File: config.mk
export PLATFORM = sky130hd
export DESIGN_NAME = screen_mem_arbiter
export DESIGN_NICKNAME = d
export VERILOG_FILES = /design/src/rtl/screen_pkg.sv /design/src/rtl/screen_mem_arbiter.sv
export SDC_FILE = /design/constraint.sdc
export NUM_CORES = 1
export LEC_CHECK = 0
export BUFFER_PORTS_ARGS = -buffer_cell sky130_fd_sc_hd__buf_2
export CORE_ASPECT_RATIO = 1.75
export CORE_MARGIN = 2
export CORE_UTILIZATION = 45
export CTS_CLUSTER_DIAMETER = 50
export DETAILED_ROUTE_END_ITERATION = 12
export PLACE_DENSITY = 0.85
export SLEW_MARGIN = 20
export SYNTH_ARGS = -nofsm -noshare
export SYNTH_HDL_FRONTEND = slang
export SYNTH_SLANG_ARGS = --single-unit
File: constraint.sdc
create_clock -name clk -period 3.7 [get_ports clk]
set_clock_uncertainty 0.15 [all_clocks]
set_input_delay 1.11 -clock clk [delete_from_list [all_inputs] [get_ports clk]]
set_output_delay 1.11 -clock clk [all_outputs]
set_load 0.01 [all_outputs]
File: src/rtl/screen_pkg.sv
// screen_pkg -- shared definitions for the Spectrum screen RAM arbiter.
//
// Holds the 4-phase slot encoding, screen geometry constants and a helper
// that advances the slot phase with wrap-around.
//
// Optional build macro used by screen_mem_arbiter: SCREEN_CONTENTION_EN.
package screen_pkg;

  localparam int          SCREEN_ADDR_W = 13;
  localparam int          SCREEN_BYTES  = 6912;
  localparam logic [12:0] ATTR_BASE     = 13'h1800;

  // One RAM access per clock; the four clocks of a frame are fixed slots.
  typedef enum logic [1:0] {
    PH_BMP   = 2'd0,  // video bitmap fetch
    PH_ATTR  = 2'd1,  // video attribute fetch
    PH_CPU_A = 2'd2,  // first CPU slot
    PH_CPU_B = 2'd3   // second CPU slot
  } slot_e;

  // Next slot in the frame, wrapping CPU_B back to BMP.
  function automatic slot_e next_slot(input slot_e s);
    slot_e n;
    case (s)
      PH_BMP:   n = PH_ATTR;
      PH_ATTR:  n = PH_CPU_A;
      PH_CPU_A: n = PH_CPU_B;
      default:  n = PH_BMP;
    endcase
    return n;
  endfunction

endpackage

File: src/rtl/screen_mem_arbiter.sv
// screen_mem_arbiter -- time-slices the single-port screen RAM between the
// raster video generator and the Z80 CPU.
//
// Slot schedule (one RAM access per clock):
//   ph0 BMP   : read vid_addr,  byte lands in vga_data at end of ph1
//   ph1 ATTR  : read attr_addr, byte lands in attr_data at end of ph2
//   ph2/ph3   : CPU slots, granted to a pending cpu_req when idle
// A CPU access granted in cycle S returns read data at the end of S+1 and
// pulses cpu_ack during S+2. vid_sync realigns the phase to ph0.
//
// Ports:
//   clk, reset              clock, synchronous active-high reset
//   vid_sync, vid_active    video line realign pulse, active-display flag
//   vid_addr, attr_addr     video bitmap/attribute addresses
//   vga_data, attr_data     registered video bytes
//   cpu_req/we/addr/din     CPU request (level, held until cpu_ack)
//   cpu_dout, cpu_ack       CPU read data and one-cycle completion pulse
//   ram_addr/we/din/dout    synchronous single-port RAM (1-cycle read latency)
//
// Build macro: SCREEN_CONTENTION_EN -- when defined, CPU slots are withheld
// while vid_active is high (ULA-style contention). When undefined, vid_active
// is ignored.
module screen_mem_arbiter
  import screen_pkg::*;
#(
  parameter int ADDR_W = SCREEN_ADDR_W,
  parameter int DATA_W = 8
) (
  input  logic              clk,
  input  logic              reset,
  input  logic              vid_sync,
  input  logic              vid_active,
  input  logic [ADDR_W-1:0] vid_addr,
  input  logic [ADDR_W-1:0] attr_addr,
  output logic [DATA_W-1:0] vga_data,
  output logic [DATA_W-1:0] attr_data,
  input  logic              cpu_req,
  input  logic              cpu_we,
  input  logic [ADDR_W-1:0] cpu_addr,
  input  logic [DATA_W-1:0] cpu_din,
  output logic [DATA_W-1:0] cpu_dout,
  output logic              cpu_ack,
  output logic [ADDR_W-1:0] ram_addr,
  output logic              ram_we,
  output logic [DATA_W-1:0] ram_din,
  input  logic [DATA_W-1:0] ram_dout
);

  slot_e             r_ph;
  logic              r_s1_valid;   // an access was granted last cycle (S+1)
  logic              r_s1_rd;      // ... and it was a read
  logic              r_ack;        // S+2 completion pulse
  logic [DATA_W-1:0] r_cpu_dout;
  logic [DATA_W-1:0] r_vga;
  logic [DATA_W-1:0] r_attr;

  logic              w_busy;
  logic              w_cpu_slot;
  logic              w_contend;
  logic              w_grant;

  // Busy spans S+1 and S+2 so the CPU_B slot right after a CPU_A grant
  // cannot serve the same held request a second time.
  assign w_busy     = r_s1_valid | r_ack;
  assign w_cpu_slot = (r_ph == PH_CPU_A) || (r_ph == PH_CPU_B);

`ifdef SCREEN_CONTENTION_EN
  assign w_contend = vid_active;
`else
  logic w_unused_vid_active;
  assign w_unused_vid_active = vid_active;
  assign w_contend           = 1'b0;
`endif

  // Reset blocks the grant so no RAM write can slip out while resetting.
  assign w_grant = w_cpu_slot & cpu_req & ~w_busy & ~w_contend & ~reset;

  // RAM port mux. Ungranted CPU slots park on vid_addr as a harmless read.
  always_comb begin
    ram_addr = vid_addr;
    ram_we   = 1'b0;
    ram_din  = cpu_din;
    case (r_ph)
      PH_BMP:  ram_addr = vid_addr;
      PH_ATTR: ram_addr = attr_addr;
      default: begin
        if (w_grant) begin
          ram_addr = cpu_addr;
          ram_we   = cpu_we;
        end
      end
    endcase
  end

  always_ff @(posedge clk) begin
    if (reset) begin
      r_ph       <= PH_BMP;
      r_s1_valid <= 1'b0;
      r_s1_rd    <= 1'b0;
      r_ack      <= 1'b0;
      r_cpu_dout <= '0;
      r_vga      <= '0;
      r_attr     <= '0;
    end else begin
      r_ph       <= vid_sync ? PH_BMP : next_slot(r_ph);
      // The CPU pipeline runs on its own and ignores vid_sync.
      r_s1_valid <= w_grant;
      r_s1_rd    <= w_grant & ~cpu_we;
      r_ack      <= r_s1_valid;
      if (r_s1_valid && r_s1_rd) begin
        r_cpu_dout <= ram_dout;
      end
      // ram_dout during ph1 holds the ph0 bitmap read; during ph2 the ph1
      // attribute read.
      if (r_ph == PH_ATTR) begin
        r_vga <= ram_dout;
      end
      if (r_ph == PH_CPU_A) begin
        r_attr <= ram_dout;
      end
    end
  end

  assign vga_data  = r_vga;
  assign attr_data = r_attr;
  assign cpu_dout  = r_cpu_dout;
  assign cpu_ack   = r_ack;

endmodule

==> impl_metrics.yaml <==
floorplan:
  start_util: 0.464
  die-area_um2: 4180
  core_area_um2: 3560
  die_w_um: 49.8
  rows: 29
  die_y_um: 84.1
  ioPinCount: 108
timing:
  max_freq_mhz: 289
  period_share: 0.936
  min_period_ps: 3460
  holdWs_ps: 306
  setup_viol: 0
  hold_viol: 0
  slew_headroom: 0.628
  worst_pin_slew_ps: 558
  rsz0062_at_grt: "no"
  drv_slew: 0
  setup_tns_ps: 0
  fin_ws_ps: 238
detailed_routing:
  first_pass_iters: 4
  drc: 0
  via_count: 1562
  vias_per_cell: 5.17
  wire_per_inst_um: 13.7
  routed_wl_um: 4150
  ant_nets: 0
  drt_iter0_drc: 27
hold_path:
  hold_class: "reg2reg"
synth:
  synth_edf_count: 0
  yosysMostFrequentCell: "dfxtp_1"
  netlist_area_um2: 1650
  synth-seq-cells: 29
  synth_cell_types: 24
  syn-num-nets: 241
  synthArstFlopShare: 0
  synth.top_cell.area_share: 0.352
  ys_warn_count: 0
  synth_ff_type: "dfxtp_1"
  ys_top_cells_by_area: "dfxtp_1, nand2b_1, mux2i_1"
  syn_area_per_cell_um2: 9.37
  syn-instance-count: 176
  ys_top_cells_by_count: "dfxtp_1, nand2b_1, nor2_1"
  seq_area_frac_synth: 0.352
  yosys.area.top_type: "dfxtp_1"
clock_tree:
  ctsHtreeMaxLevel: 2
  clock-sinks: 29
  cts-buffers-inserted: 5
  cts_root_buf: "clkbuf_8"
  cts_buffer_depth: 2
  clk_pin_slew_ps: 60
  clock_latency_ps: 270
  cts_tree: "built"
  cts_hold_buf: 0
  cts_resized: 0
  cts_setup_buffers: 0
grt:
  grt.met1_usage: 0.193
  use_met3: 0.0753
  overflow: 0
  grt_pass1_vias: 1469
  grt_usage: 0.204
  grt_first_pass_wirelength_um: 6610
  top_usage_layer: "met2"
  antenna_found_initial: 0
  grt_max_degree: 49
  grt_use_met2: 0.373
place:
  placed_area_um2: 2040
  dp.cells: 294
  place_hpwl_um: 3180
  io_buffers: 90
  pre_cts_slack_ps: 253
  gp_congestion: 0.733
worst_setup_path:
  cpMaxStageDelayCell: "nor4b_4"
  start_kind: "primary input"
  crit_top_cell: "buf_2"
  crit_fanout: 14
  worst_ep_arrival_time_ps: 2200
  critPathKind: "in2out"
  slowest_delay_ps: 270
  worstPathCellList: "buf_2 -> nor4b_4 -> o211ai_2 -> buf_4 -> nor3b_1 -> buf_2"
  crit_path_end_kind: "primary output"
  worstPathRequired_ps: 2440
pwr:
  combPwrFrac: 0.188
  power.switching_w: 0.000196
  pwr_density_cell_nw_per_um2: 376
  p_int_w: 0.000615
  power_frac_seq: 0.401
  vdd_ir_drop_max_v: 0.000305
  swShare: 0.241
  power.share.clock: 0.411
  p_leak_nw: 0.994
run_status:
  status: "finished clean"
finish:
  multiInputGateArea_um2: 910
  insertedDiodeCount: 0
  nNetsFinal: 320
  fillers: 344
  final_cell_area_um2: 2160
  drive_above_1_share: 0.445
  instances_no_fill: 302
  seq_area_um2: 581
  syn_to_final_growth_pct: 30.7
job:
  cap_viol_max_count: 0
==> final cells by class <==
type,count,share of cell area
flip-flops and latches,29,0.269
multi-input cells,122,0.422
clock buffers,7,0.0400
well taps,46,0.0267
repair buffers,94,0.223
inverters,3,0.00522
clock inverters,1,0.0139
==> logic make-up (layout without fill, tap and decap cells) <==
kind of cell	after synthesis	count (layout)	synth area share
and+or+nand+nor	66	66	0.217
AOI/OAI and AO/OA	36	36	0.207
buffers and inverters	25	105	0.0964
muxes	16	16	0.0971
DFF	29	29	0.352
adders and majority gates	4	4	0.0304
==> stage by stage <==
step	total power, W	utilization
after floorplan	0.000432	-
after global placement	0.000481	0.574
after detailed placement	0.000485	0.574
after CTS	0.000824	0.606
after global routing	0.000852	0.606
final	0.000810	0.606
==> critical path: cells and delay by family <==
kind	cells	cell delay [ps]
compound gates	1	120
buf+inv	3	500
simple gates	2	470
==> per-layer routing <==
layer,part of all wire,wire [µm]
met5,0,0
met3,0.10,422
met1,0.36,1500
met4,0.011,46
met2,0.52,2180
==> flip-flops by register name, summed over array words and instances, names as in the netlist <==
name / cells
cpu_ack: 1
attr_data: 8
r_s1_valid: 1
r_ph: 2
vga_data: 8
cpu_dout: 8
r_s1_rd: 1
==> final timing paths <==
kind,start,endpoint,slack [ps],cells after the start
setup / recovery,reset,ram_we,240,6
hold / removal,cpu_dout[3],cpu_dout[3],310,2
setup reg to reg,r_ph[0],r_s1_rd,2170,4
hold reg to reg,cpu_dout[3],cpu_dout[3],310,2
==> placed cells by master (no fill, tap or decap) <==
master     count
buf_2         90
dfxtp_1       29
nand2b_1      26
nor2_1        17
mux2i_1       16
a22oi_1       13
o221ai_2      10
nand2_1        9
nand3_1        8
a21oi_1        8
clkbuf_8       6
ha_1           4
buf_4          4
inv_1          3
o221ai_1       3
nor3b_1        2
nor4b_4        1
o21a_4         1
o211ai_2       1
nor3_1         1
and2b_1        1
nor2b_1        1
bufinv_16      1
clkbuf_1       1
==> power by group through the flow <==
stage | registers [W] | clock network, W | logic [W]
after global routing | 0.000326 | 0.000359 | 0.000167
after detailed placement | 0.000332 | 0 | 0.000154
after floorplan | 0.000334 | 0 | 0.0000979
final | 0.000325 | 0.000333 | 0.000152
after CTS | 0.000325 | 0.000345 | 0.000154
after global placement | 0.000331 | 0 | 0.000150
No activity file was read; power rests on OpenSTA's default activity.
